<file path="config.mk">
export PLATFORM = sky130hd
export DESIGN_NAME = ctrl_delay_pipe
export DESIGN_NICKNAME = d
export VERILOG_FILES = /design/src/rtl/ctrl_delay_pipe_pkg.sv /design/src/rtl/ctrl_frame_track.sv /design/src/rtl/ctrl_delay_pipe.sv
export SDC_FILE = /design/constraint.sdc
export NUM_CORES = 1
export LEC_CHECK = 0
export CAP_MARGIN = 30
export CORE_MARGIN = 4
export CORE_UTILIZATION = 53
export CTS_BUF_LIST = sky130_fd_sc_hd__clkbuf_2 sky130_fd_sc_hd__clkbuf_4 sky130_fd_sc_hd__clkbuf_8
export CTS_CLUSTER_DIAMETER = 60
export DETAILED_ROUTE_END_ITERATION = 12
export PLACE_DENSITY = 0.81
export SETUP_SLACK_MARGIN = 0.15
export SYNTH_ARGS = -nofsm -noshare
export SYNTH_HDL_FRONTEND = slang
export SYNTH_HIERARCHICAL = 1
export SYNTH_SLANG_ARGS = --single-unit
</file>
<file path="constraint.sdc">
create_clock -name clk -period 2.42 [get_ports clk]
set_input_delay 0.484 -clock clk [delete_from_list [all_inputs] [get_ports clk]]
set_output_delay 0.484 -clock clk [all_outputs]
set_load 0.03 [all_outputs]
</file>
<file path="src/rtl/ctrl_delay_pipe_pkg.sv">
// -----------------------------------------------------------------------------
// ctrl_delay_pipe_pkg
//   Shared types and constants for the control delay line.
//   - ctrl_reg     : packed start/valid/stop word carried on the control bus
//   - CTRL_IDLE    : all-zero control word
//   - D_BIAS/D_ACT/D_POOL : datapath stage latencies the delay line is
//                    typically configured to match
//   - ctrl_any()   : true when any control bit of a word is set
// -----------------------------------------------------------------------------
package ctrl_delay_pipe_pkg;

   typedef struct packed {
      logic start;
      logic valid;
      logic stop;
   } ctrl_reg;

   localparam ctrl_reg CTRL_IDLE = '{start: 1'b0, valid: 1'b0, stop: 1'b0};

   localparam int unsigned D_BIAS = 32'd3;
   localparam int unsigned D_ACT  = 32'd2;
   localparam int unsigned D_POOL = 32'd4;

   function automatic logic ctrl_any(input ctrl_reg w);
      return w.start | w.valid | w.stop;
   endfunction

endpackage

</file>
<file path="src/rtl/ctrl_frame_track.sv">
// -----------------------------------------------------------------------------
// ctrl_frame_track
//   Frame bookkeeping for the control delay line: in-flight frame counter,
//   busy flag, output beat counter and (optionally) a sticky protocol checker.
//   Optional feature macro: CTRL_DELAY_PIPE_CHECK_EN (adds in_word and err).
//
//   clk       in   clock
//   xrst      in   synchronous active-low reset
//   stall     in   pipeline freeze; no word is accepted while high
//   in_start  in   raw upstream start bit
//   out_word  in   word emitted at the pipe output (already zero when stalled)
//   busy      out  at least one frame in flight
//   beat_cnt  out  valid beats emitted in the current output frame
//   in_word   in   raw upstream word (checker build only)
//   err       out  sticky protocol error (checker build only)
// -----------------------------------------------------------------------------
module ctrl_frame_track
   import ctrl_delay_pipe_pkg::*;
#(
   parameter int DEPTH = 3,
   parameter int CNT_W = 16
)
(
   input  logic             clk,
   input  logic             xrst,
   input  logic             stall,
   input  logic             in_start,
   input  ctrl_reg          out_word,
   output logic             busy,
   output logic [CNT_W-1:0] beat_cnt
`ifdef CTRL_DELAY_PIPE_CHECK_EN
   ,
   input  ctrl_reg          in_word,
   output logic             err
`endif
);

   localparam int INF_W = $clog2(DEPTH + 1) + 1;

   localparam logic [INF_W-1:0] INF_ZERO = {INF_W{1'b0}};
   localparam logic [INF_W-1:0] INF_ONE  = {{(INF_W-1){1'b0}}, 1'b1};
   localparam logic [INF_W-1:0] INF_MAX  = {INF_W{1'b1}};
   localparam logic [CNT_W-1:0] BEAT_ZERO = {CNT_W{1'b0}};
   localparam logic [CNT_W-1:0] BEAT_ONE  = {{(CNT_W-1){1'b0}}, 1'b1};
   localparam logic [CNT_W-1:0] BEAT_MAX  = {CNT_W{1'b1}};

   logic [INF_W-1:0] inflight_r;
   logic [INF_W-1:0] inflight_nxt_s;
   logic [CNT_W-1:0] beat_r;
   logic [CNT_W-1:0] beat_nxt_s;
   logic             acc_start_s;
   logic             out_stop_s;

   // A start only counts when it is actually captured into stage 0.
   assign acc_start_s = in_start & ~stall;
   assign out_stop_s  = out_word.stop;

   // In-flight frame count: +1 per accepted start, -1 per emitted stop.
   always_comb begin
      inflight_nxt_s = inflight_r;
      if (acc_start_s && !out_stop_s) begin
         if (inflight_r != INF_MAX) begin
            inflight_nxt_s = inflight_r + INF_ONE;
         end else begin
            inflight_nxt_s = inflight_r;
         end
      end else if (out_stop_s && !acc_start_s) begin
         if (inflight_r != INF_ZERO) begin
            inflight_nxt_s = inflight_r - INF_ONE;
         end else begin
            inflight_nxt_s = inflight_r;
         end
      end else begin
         inflight_nxt_s = inflight_r;
      end
   end

   // Beat counter: reload on output start, saturating count of output valids.
   always_comb begin
      beat_nxt_s = beat_r;
      if (out_word.start) begin
         beat_nxt_s = out_word.valid ? BEAT_ONE : BEAT_ZERO;
      end else if (out_word.valid && (beat_r != BEAT_MAX)) begin
         beat_nxt_s = beat_r + BEAT_ONE;
      end else begin
         beat_nxt_s = beat_r;
      end
   end

   // Counter state registers.
   always_ff @(posedge clk) begin
      if (!xrst) begin
         inflight_r <= INF_ZERO;
         beat_r     <= BEAT_ZERO;
      end else begin
         inflight_r <= inflight_nxt_s;
         beat_r     <= beat_nxt_s;
      end
   end

   assign busy     = (inflight_r != INF_ZERO);
   assign beat_cnt = beat_r;

`ifdef CTRL_DELAY_PIPE_CHECK_EN
   logic frame_open_r;
   logic frame_open_nxt_s;
   logic proto_err_s;
   logic ovf_s;
   logic err_r;

   assign ovf_s = acc_start_s & ~out_stop_s & (inflight_r == INF_MAX);

   // Input-side frame tracking and protocol violation detection.
   always_comb begin
      frame_open_nxt_s = frame_open_r;
      proto_err_s      = 1'b0;
      if (stall) begin
         proto_err_s      = ctrl_any(in_word);
         frame_open_nxt_s = frame_open_r;
      end else if (in_word.start) begin
         // A start+stop word is a complete one-beat frame.
         proto_err_s      = frame_open_r;
         frame_open_nxt_s = ~in_word.stop;
      end else if (in_word.valid || in_word.stop) begin
         proto_err_s      = ~frame_open_r;
         frame_open_nxt_s = frame_open_r & ~in_word.stop;
      end else begin
         proto_err_s      = 1'b0;
         frame_open_nxt_s = frame_open_r;
      end
   end

   // Frame-open flag and sticky error register.
   always_ff @(posedge clk) begin
      if (!xrst) begin
         frame_open_r <= 1'b0;
         err_r        <= 1'b0;
      end else begin
         frame_open_r <= frame_open_nxt_s;
         err_r        <= err_r | proto_err_s | ovf_s;
      end
   end

   assign err = err_r;
`endif

endmodule

</file>
<file path="src/rtl/ctrl_delay_pipe.sv">
// -----------------------------------------------------------------------------
// ctrl_delay_pipe
//   Parametrised DEPTH-cycle delay line for the start/valid/stop control word,
//   with N_TAP early output-enable taps, global stall and frame tracking.
//   Optional feature macro: CTRL_DELAY_PIPE_CHECK_EN (adds sticky err output).
//
//   clk       in   clock
//   xrst      in   synchronous active-low reset
//   in_ctrl   in   start/valid/stop from upstream
//   out_ctrl  out  in_ctrl delayed by DEPTH cycles, zero while stalled
//   stall     in   freeze all stages; in_ctrl is dropped
//   oe        out  oe[k] = valid of the word reaching out_ctrl in k+1 cycles
//   busy      out  at least one frame in flight
//   beat_cnt  out  valid beats emitted in the current output frame
//   err       out  sticky protocol error (CTRL_DELAY_PIPE_CHECK_EN only)
// -----------------------------------------------------------------------------
module ctrl_delay_pipe
   import ctrl_delay_pipe_pkg::*;
#(
   parameter int DEPTH = 3,
   parameter int N_TAP = 1,
   parameter int CNT_W = 16
)
(
   input  logic             clk,
   input  logic             xrst,
   input  ctrl_reg          in_ctrl,
   output ctrl_reg          out_ctrl,
   input  logic             stall,
   output logic [N_TAP-1:0] oe,
   output logic             busy,
   output logic [CNT_W-1:0] beat_cnt
`ifdef CTRL_DELAY_PIPE_CHECK_EN
   ,
   output logic             err
`endif
);

   genvar i;
   genvar k;

   generate
      for (i = 0; i < DEPTH; i++) begin : g_stage
         ctrl_reg d_s;
         ctrl_reg q_r;

         if (i == 0) begin : g_head
            assign d_s = in_ctrl;
         end else begin : g_body
            assign d_s = g_stage[i-1].q_r;
         end

         // One delay stage; holds while stalled.
         always_ff @(posedge clk) begin
            if (!xrst) begin
               q_r <= CTRL_IDLE;
            end else if (!stall) begin
               q_r <= d_s;
            end else begin
               q_r <= q_r;
            end
         end
      end
   endgenerate

   // While stalled the last stage is held, so the output is blanked to avoid
   // downstream seeing the same beat twice.
   assign out_ctrl = stall ? CTRL_IDLE : g_stage[DEPTH-1].q_r;

   generate
      for (k = 0; k < N_TAP; k++) begin : g_tap
         assign oe[k] = g_stage[DEPTH-2-k].q_r.valid & ~stall;
      end
   endgenerate

   ctrl_frame_track #(
      .DEPTH (DEPTH),
      .CNT_W (CNT_W)
   ) u_track (
      .clk      (clk),
      .xrst     (xrst),
      .stall    (stall),
      .in_start (in_ctrl.start),
      .out_word (out_ctrl),
      .busy     (busy),
      .beat_cnt (beat_cnt)
`ifdef CTRL_DELAY_PIPE_CHECK_EN
      ,
      .in_word  (in_ctrl),
      .err      (err)
`endif
   );

endmodule

</file>
==> results.py, run 1 <==
metrics = {
    "run_status": {
        "status": "finished clean",
    },
    "setup_path": {
        "cp.buffers_inverters": 4,
        "crit_chain": "clkdlybuf4s50_1 -> buf_4 -> and2b_2 -> buf_4 -> buf_4",
        "arrival_ns": 1.75,
        "r2r-start": "u_track/beat_cnt[0]",
        "r2r_end": "u_track/beat_cnt[9]",
        "crit_type": "input pin to primary output",
        "reg2reg_slack_ns": 0.48,
        "cp-end-kind": "primary output",
        "cp_num_cells": 5,
        "required_ns": 1.94,
        "cp_max_fo": 14,
        "crit_top_cell": "buf_4",
        "start_kind": "input pin",
        "cp_slowest_cell": "clkdlybuf4s50_1",
        "worst-r2r-cell-count": 5,
        "critPathMaxStageDelay_ns": 0.47,
        "crit_family": "buffers and inverters",
    },
    "timing": {
        "max_clock_freq_ghz": 0.4477,
        "worstMarginPinSlew_ns": 0.4476,
        "final.setup.tns_ns": 0,
        "hold_viol": 0,
        "min_period_ns": 2.234,
        "fin_crit_sh": 0.9231,
        "setup_violations": 0,
        "relSlewSlack": 0.7016,
        "drv_slew": 0,
        "clock-skew-final_ns": 0.003043,
        "grt_setup_unrepaired": "yes",
        "setup_ws_ns": 0.1862,
    },
    "min_path": {
        "hold_depth": 2,
        "hp-class": "register to register",
        "hold_end": "u_track/beat_cnt[9]",
        "worstHoldStart": "u_track/beat_cnt[9]",
    },
    "clocking": {
        "tritoncts": "built",
        "cts_buffers": 3,
        "worstSkewPairLatency_ns": 0.33,
        "postCtsSetupRepairBufs": 0,
        "tritoncts_num_sinks": 28,
        "clk_pin_slew_worst_paths_ns": 0.15,
        "cts.htree.levels": 1,
        "cts_root_buffer": "clkbuf_4",
        "cts_buffer_depth": 2,
    },
    "global_routing": {
        "gr-usage-all-layers": 0.1983,
        "grt_overflow_total": 0,
        "antenna_found_initial": 0,
        "grt_pass1_wl_um": 5395,
        "grt_pass1_vias": 1210,
        "grt_start_max_net_pins": 18,
    },
    "floorplan": {
        "initial_core_util": 0.5621,
        "io_pins": 27,
        "num_rows": 18,
        "dieHeight_um": 59.49,
        "die_w_um": 59.49,
        "core_area_um2": 2500,
        "die-area_um2": 3539,
    },
    "route": {
        "num_vias": 1223,
        "route.antenna.remaining_nets": 0,
        "drt_iter0_markers": 74,
        "drc": 0,
        "drt-total-wl_um": 3163,
        "dr.pass1.iters": 4,
        "drt-vias-per-instance": 5.796,
        "wl_per_cell_um": 14.99,
    },
    "synth": {
        "synth_simple_gate_area_frac": 0.3259,
        "ys_async_sr_fraction": 0,
        "synth_edf_count": 0,
        "ys_warn_count": 6,
        "synth_xor_area_frac": 0.01870,
        "syn_area_um2": 1405,
        "syn_avg_cell_area_um2": 9.494,
        "seq_area_frac_synth": 0.3989,
        "synth_nets": 156,
        "yosysTopAreaCellShare": 0.3989,
        "synth_area_leaders": "dfxtp_1 40%, mux2i_1 6.4%, nor2b_1 4.9%, a21oi_1 3.2%, o21ai_0 2.5%",
        "synthMuxAreaShare": 0.06411,
        "synth_commonest_cells": "28 x dfxtp_1, 11 x nor2b_1, 9 x a21oi_1, 9 x mux2i_1",
        "synth-seq-cells": 28,
        "yosysUniqueCellTypes": 46,
        "ys.flop_type": "dfxtp_1",
        "synth_top_family_by_area": "simple AND/OR/NAND/NOR gates",
        "synth_compound_area_frac": 0.1336,
        "yosysMostFrequentCell": "dfxtp_1",
        "synthAdderAreaFrac": 0.02315,
        "syn-instance-count": 148,
        "yosys.area.top_type": "dfxtp_1",
    },
    "layout": {
        "nFillCells": 205,
        "multi_input_area_um2": 794.5,
        "drive_above_1_share": 0.1602,
        "fin_nets": 190,
        "antenna_cells": 0,
        "seq_area_um2": 560.5,
        "area_growth_pct": 25.20,
    },
    "placed_design": {
        "dp_hpwl_um": 2277,
        "place_congestion": 0.7778,
        "io_buffers": 26,
        "place_ws_ns": -0.1366,
    },
    "power": {
        "p_per_area_nw_per_um2": 497.7,
        "leakage_nw": 0.6809,
        "ir_drop_mv": 0.4373,
    },
    "flow_run": {
        "maxCapViolCount": 0,
    },
}
[cells in the final DEF (no fill, tap or decap), types with 4 or more instances in the layout]
| master | count |
|---|---|
| dfxtp_1 | 28 |
| nor2_1 | 7 |
| nand4_1 | 4 |
| o21ai_0 | 7 |
| nand2_1 | 6 |
| a21oi_1 | 9 |
| clkdlybuf4s50_1 | 22 |
| nor2b_1 | 11 |
| nor3_1 | 4 |
| or3_1 | 5 |
| mux2i_1 | 9 |
| buf_4 | 11 |
[registers in the layout, indices dropped and copies added (netlist names)]
register            count
g_stage.q_r             9
u_track/beat_cnt       16
u_track/inflight_r      3
[repair_timing]
action                     4_1_cts  5_1_grt
gates resized for setup          0        1
setup endpoints to repair        0        2
hold buffers                     0        0
[stage by stage]
stage	hold WS, ns	power (mW)	util	instances	area, um2
after floorplan	0.4792	0.5391	-	148	1405
after global placement	0.4905	0.5669	0.6827	207	1707
after detailed placement	0.4994	0.5727	0.6827	207	1707
after CTS	0.5241	0.8810	0.7037	211	1759
after global routing	0.5589	0.9063	0.7037	211	1759
final	0.5302	0.8756	0.7037	211	1759
[cells by family after synthesis]
group,after synthesis
and+or+nand+nor,69
muxes,9
xor gates and xnor gates,3
AOI/OAI and AO/OA,30
buffers and inverters,7
adders and majority gates,2
DFF,28
[worst max-delay path by stage]
stage | start | endpoint | slack, ns
global route | stall | out_ctrl[1] | 0.13
finish | stall | out_ctrl[1] | 0.19
global placement | stall | u_track/inflight_r[2] | -0.05
detailed placement | stall | u_track/inflight_r[2] | -0.14
CTS | stall | out_ctrl[1] | 0.18
floorplan | stall | u_track/inflight_r[2] | 0.16
[worst register-to-register path, stage by stage (launching register included)]
cell     delay, ns
dfxtp_1       0.39
ha_1          0.27
and4_1        0.22
and4_1        0.35
or4_1         0.51
a21oi_1       0.14
[where the power goes]
part / total [mW] / internal, mW / switching, mW
clock network: 0.313 / 0.168 / 0.145
registers: 0.482 / 0.472 / 0.0100
logic: 0.0812 / 0.0426 / 0.0387
total: 0.876 / 0.682 / 0.194
[layout make-up]
cell class	count	share of cell area
inverter	3	0.006401
timing repair buffer	33	0.1721
tap	30	0.02134
multi-input combinational	113	0.4516
clock buffer	3	0.01280
sequential	28	0.3186
clock inverter	1	0.01707
[layer usage]
metal  global-route usage  share of wire  wire (um)
met1               0.2520           0.44       1395
met5                    0              0          0
met4              0.08228          0.011         34
met3              0.03268          0.041        129
met2               0.3307           0.51       1604
Power figures use the tool's default switching activity.
==> run 2: changes to the inputs <==
SYNTH_HIERARCHICAL = unset   (was 1)
==> run 2 against run 1 <==
Sequential power is essentially flat. Sequential share of layout area shrank 0.73 points. Fmax grew 1.2%. Utilization grew 1.7 points. Non-clock buffer count grew 4. Highest routed layer unchanged. Largest power group unchanged. Global-route usage grew 0.51 points. Design area grew 2.3%. Flip-flop and latch count is the same. Clock skew grew 0.0083 ns. Clock-buffer cell count is the same.
==> results.py, run 2 <==
metrics = {
    "run_status": {
        "status": "finished clean",
    },
    "layout": {
        "area_growth_pct": 28.48,
        "drive_above_1_share": 0.1579,
        "fin_nets": 199,
        "layout.cells.non_filler": 220,
        "layout_common_cells": "28 x dfxtp_1, 21 x clkdlybuf4s50_1, 15 x buf_4",
        "antenna_cells": 0,
        "largest_register_ffs": 16,
        "final_common_cell": "dfxtp_1",
    },
    "placed_design": {
        "place_congestion": 0.8471,
        "place_inst": 216,
        "io_buffers": 26,
        "dp_hpwl_um": 2456,
    },
    "flow_run": {
        "maxCapViolCount": 0,
    },
    "route": {
        "drt_iter0_markers": 61,
        "drc": 0,
        "num_vias": 1324,
        "drt-vias-per-instance": 6.018,
        "drt-total-wl_um": 3228,
        "route.antenna.remaining_nets": 0,
        "wl_per_cell_um": 14.67,
        "dr.pass1.iters": 4,
    },
    "setup_path": {
        "reg2reg_slack_ns": 0.41,
        "start_kind": "input pin",
        "arrival_ns": 2.48,
        "r2r-start": "u_track.beat_cnt[3]",
        "required_ns": 2.70,
        "r2r_end": "u_track.beat_cnt[15]",
        "cp-end-kind": "register",
        "crit_end": "u_track.inflight_r[2]",
        "worst-r2r-cell-count": 5,
        "crit_type": "input pin to register",
        "crit_path_start": "stall",
        "cp_max_fo": 4,
    },
    "timing": {
        "min_period_ns": 2.207,
        "fin_crit_sh": 0.9119,
        "setup_violations": 0,
        "drv_slew": 0,
        "worstMarginPinSlew_ns": 0.7499,
        "clock-skew-final_ns": 0.01131,
        "max_clock_freq_ghz": 0.4532,
        "grt_setup_unrepaired": "yes",
        "hold_viol": 0,
        "final.setup.tns_ns": 0,
        "relSlewSlack": 0.4954,
    },
    "global_routing": {
        "grt_pass1_vias": 1296,
        "gr-usage-all-layers": 0.2034,
        "antenna_found_initial": 0,
        "grt_start_max_net_pins": 21,
        "grt_overflow_total": 0,
        "grt_pass1_wl_um": 5616,
    },
    "synth": {
        "synth_commonest_cells": "28 x dfxtp_1, 13 x a21oi_1, 11 x mux2i_1, 10 x nor2_1",
        "synth_edf_count": 0,
        "syn_avg_cell_area_um2": 9.041,
        "yosysTopAreaCellShare": 0.4000,
        "synth-seq-cells": 28,
        "ys_async_sr_fraction": 0,
        "ys_warn_count": 0,
        "synth_area_leaders": "dfxtp_1 40%, mux2i_1 7.9%, a21oi_1 4.6%, or3_1 3.6%, nand3_1 2.9%",
        "yosysUniqueCellTypes": 46,
        "seq_area_frac_synth": 0.4000,
        "syn-instance-count": 155,
        "syn_area_um2": 1401,
        "yosys.area.top_type": "dfxtp_1",
        "synth_nets": 163,
        "ys.flop_type": "dfxtp_1",
        "yosysMostFrequentCell": "dfxtp_1",
    },
    "power": {
        "ir_drop_mv": 0.3789,
        "p_total_mw": 0.8668,
        "p_per_area_nw_per_um2": 481.4,
        "leakage_nw": 0.6796,
    },
    "clocking": {
        "tritoncts": "built",
        "clk_pin_slew_worst_paths_ns": 0.15,
        "cts_buffer_depth": 2,
        "cts.htree.levels": 1,
        "cts_buffers": 3,
        "tritoncts_num_sinks": 28,
        "cts_root_buffer": "clkbuf_4",
        "worstSkewPairLatency_ns": 0.33,
        "postCtsSetupRepairBufs": 0,
        "hold_buffers": 0,
    },
    "floorplan": {
        "num_rows": 18,
        "dieHeight_um": 59.42,
        "io_pins": 27,
        "initial_core_util": 0.5606,
        "die-area_um2": 3531,
        "die_w_um": 59.42,
        "core_area_um2": 2500,
    },
    "min_path": {
        "hp-class": "register to register",
    },
}
## run 2: cell types whose count changed after synthesis, sizes merged, moves of 3 or more
cell and change:
a21oi +4, and2b -4, and4 -6, clkbuf +4, nand3 +5, nor2 +3, nor2b -6, nor4 +3
or3 +5
## run 2: where the power goes
group          internal, mW  total, mW  switching [mW]
logic                0.0418     0.0847          0.0429
registers             0.471      0.479         0.00841
clock network         0.168      0.303           0.135
## run 2: area by class of cell
type	count	area (um2)
tap	30	37.54
inverter	2	7.507
timing repair buffer	37	335.3
clock buffer	3	22.52
clock inverter	1	30.03
fill	184	699.4
multi-input combinational	119	807.0
sequential	28	560.5
## run 2: layer usage
layer | GRT usage | vias to the layer above | wire length, um
met5 | 0 | - | 0
met4 | 0.07120 | 0 | 31
met1 | 0.2493 | 615 | 1347
met3 | 0.03050 | 6 | 187
met2 | 0.3573 | 42 | 1661
li1 | - | 661 | -
## run 2: logic make-up after synthesis
logic type | Yosys count | synth area share
XOR/XNOR | 1 | 0.006251
AO/OA/AOI/OAI | 33 | 0.1473
multiplexers | 11 | 0.07857
AND/OR/NAND/NOR | 72 | 0.3170
adder cells (fa/ha/maj) | 2 | 0.02321
flip-flops | 28 | 0.4000
buffers and inverters | 8 | 0.02767
## run 2: worst min-delay path by stage
stage	startpoint	depth (start not counted)	slack [ns]	end
after floorplan	g_stage[1].q_r[1]	2	0.46	g_stage[1].q_r[1]
after global placement	g_stage[1].q_r[1]	2	0.47	g_stage[1].q_r[1]
after detailed placement	g_stage[1].q_r[0]	2	0.48	g_stage[2].q_r[0]
after CTS	g_stage[1].q_r[0]	2	0.52	g_stage[2].q_r[0]
after global routing	g_stage[0].q_r[2]	2	0.55	g_stage[1].q_r[2]
final	u_track.beat_cnt[12]	2	0.52	u_track.beat_cnt[12]
## run 2: worst max-delay path, cell delays in order
cell	delay [ns]
clkdlybuf4s50_1	0.47
or3b_4	0.43
fa_1	0.38
xnor2_1	0.15
or4_1	0.41
a21oi_1	0.16
## run 2: what timing repair did
item | in CTS | in global routing
setup endpoints to repair | 2 | 3
endpoints found under the hold margin | 0 | 0
gates resized for setup | 2 | 3
## run 2: stage by stage
step / setup slack, ns / area [um2] / hold WS, ns / util
finish: 0.2132 / 1800 / 0.5165 / 0.7202
global route: 0.1421 / 1800 / 0.5511 / 0.7202
CTS: 0.1560 / 1798 / 0.5182 / 0.7192
detailed placement: -0.2198 / 1740 / 0.4840 / 0.6962
global placement: -0.1175 / 1740 / 0.4679 / 0.6962
floorplan: 0.3297 / 1401 / 0.4556 / -
==> run 3: changes to the inputs <==
PLACE_DENSITY = 0.78   (was 0.81)
SKIP_LAST_GASP = 1   (was unset)
TNS_END_PERCENT = 5   (was unset)
==> run 3 against run 2 <==
Utilization shrank 0.40 points. Design area shrank 0.56%. Non-clock buffer count fell by 1. Register-to-register slack worse by 0.02 ns. Power is 0.35% higher. Fmax fell by 1.3%. Clock skew is 0.0027 ns lower. Sequential share of layout area up 0.17 points. Sequential power is essentially flat. Routed wire length fell by 7.6%. First-iteration DRC count up 44%. Flip-flop and latch count is the same. Largest cell class unchanged. Largest power group unchanged. Highest routed layer unchanged.
==> results.py, run 3 (synthesis results as in run 2) <==
metrics = {
    "layout": {
        "area_growth_pct": 27.77,
        "drive_above_1_share": 0.1534,
        "antenna_cells": 0,
        "layout.cells.non_filler": 219,
        "largest_register_ffs": 16,
        "nFillCells": 198,
        "fin_nets": 198,
        "final_common_cell": "dfxtp_1",
        "layout_common_cells": "28 x dfxtp_1, 22 x clkdlybuf4s50_1, 14 x buf_4",
    },
    "timing": {
        "max_clock_freq_ghz": 0.4474,
        "final.setup.tns_ns": 0,
        "relSlewSlack": 0.5076,
        "setup_violations": 0,
        "min_period_ns": 2.235,
        "whs_ns": 0.5056,
        "fin_crit_sh": 0.9237,
        "grt_setup_unrepaired": "yes",
        "drv_slew": 0,
        "worstMarginPinSlew_ns": 0.7318,
        "hold_viol": 0,
        "clock-skew-final_ns": 0.008577,
    },
    "global_routing": {
        "grt_pass1_wl_um": 5133,
        "grt_overflow_total": 0,
        "gr-usage-all-layers": 0.1842,
        "grt_start_max_net_pins": 17,
        "antenna_found_initial": 0,
        "grt_pass1_vias": 1206,
    },
    "setup_path": {
        "arrival_ns": 1.75,
        "crit_type": "register to primary output",
        "cp-end-kind": "primary output",
        "start_kind": "register",
        "required_ns": 1.94,
        "cp_max_fo": 5,
    },
    "route": {
        "route.antenna.remaining_nets": 0,
        "drt-vias-per-instance": 5.854,
        "wl_per_cell_um": 13.62,
        "drt_iter0_markers": 88,
        "dr.pass1.iters": 4,
        "drt-total-wl_um": 2982,
        "num_vias": 1282,
        "drc": 0,
    },
    "power": {
        "p_total_mw": 0.8698,
        "leakage_nw": 0.6612,
        "ir_drop_mv": 0.3528,
        "p_per_area_nw_per_um2": 485.8,
        "p_int_mw": 0.6814,
        "seq_power_share": 0.551,
        "pwr-share-clk": 0.351,
        "p_comb_frac": 0.098,
        "p_sw_mw": 0.1884,
        "swShare": 0.2166,
    },
    "floorplan": {
        "dieHeight_um": 59.42,
        "io_pins": 27,
        "initial_core_util": 0.5606,
        "core_area_um2": 2500,
        "die_w_um": 59.42,
        "num_rows": 18,
        "die-area_um2": 3531,
    },
    "clocking": {
        "hold_buffers": 0,
        "tritoncts_num_sinks": 28,
        "cts_buffer_depth": 2,
        "clk_pin_slew_worst_paths_ns": 0.15,
        "cts_buffers": 3,
        "cts_root_buffer": "clkbuf_4",
        "tritoncts": "built",
        "cts.htree.levels": 1,
        "worstSkewPairLatency_ns": 0.32,
    },
    "placed_design": {
        "place_congestion": 0.8016,
        "place_inst": 215,
        "dp_hpwl_um": 2260,
        "io_buffers": 26,
    },
    "flow_run": {
        "maxCapViolCount": 0,
    },
    "min_path": {
        "hp-class": "register to register",
    },
    "run_status": {
        "status": "finished clean",
    },
}
run 3: cell types whose count changed in the layout (fill, tap and decap cells not counted), sizes merged:
| cell | previous run | this run |
|---|---|---|
| buf | 15 | 14 |
| clkdlybuf4s50 | 21 | 22 |
| dlymetal6s2s | 1 | 0 |
run 3: power by group through the flow:
stage,Clock (mW),Sequential (mW),Combinational [mW]
after floorplan,0,0.488,0.0540
after global placement,0,0.488,0.0816
after detailed placement,0,0.489,0.0852
after CTS,0.310,0.479,0.0857
after global routing,0.337,0.482,0.0932
final,0.305,0.479,0.0851
run 3: per-layer routing:
metal / up-vias / share of wire / wire length [um] / track usage
met4: 0 / 0.0064 / 19 / 0.05502
li1: 655 / - / - / -
met5: - / 0 / 0 / 0
met1: 602 / 0.48 / 1439 / 0.2470
met3: 2 / 0.046 / 137 / 0.03922
met2: 23 / 0.46 / 1386 / 0.2949
run 3: timing repair:
action                     in CTS  in global routing
setup endpoints to repair       2                  3
buffers inserted                0                  0
pin swaps                       0                  0
cloned                          0                  0
gates resized for setup         1                  1
run 3: area by class of cell:
cell class	instances	area, um2	area share
timing repair buffer	36	325.3	0.1817
clock inverter	1	30.03	0.01677
tap	30	37.54	0.02096
sequential	28	560.5	0.3131
clock buffer	3	22.52	0.01258
inverter	2	7.507	0.004193
multi-input combinational	119	807.0	0.4507
run 3: per-stage QoR:
| stage | instance area, um2 | utilization | setup WS, ns |
|---|---|---|---|
| final | 1790 | 0.7162 | 0.1847 |
| after global routing | 1790 | 0.7162 | 0.09239 |
| after floorplan | 1401 | - | 0.3297 |
| after CTS | 1788 | 0.7152 | 0.1211 |
| after detailed placement | 1733 | 0.6932 | -0.2220 |
| after global placement | 1733 | 0.6932 | -0.1490 |
run 3: worst paths after layout:
| check | from | end | slack [ns] | cells past startpoint |
|---|---|---|---|---|
| worst min-delay path | u_track.inflight_r[2] | u_track.inflight_r[2] | 0.51 | 2 |
| worst max-delay path | u_track.inflight_r[0] | busy | 0.18 | 2 |
| worst max register to register | u_track.beat_cnt[4] | u_track.beat_cnt[15] | 0.39 | 5 |
| worst min register to register | u_track.inflight_r[2] | u_track.inflight_r[2] | 0.51 | 2 |
run 3: worst max-delay path: stages (launching register included):
cell	delay, ns
dfxtp_1	0.39
or3_1	0.42
clkdlybuf4s50_1	0.62
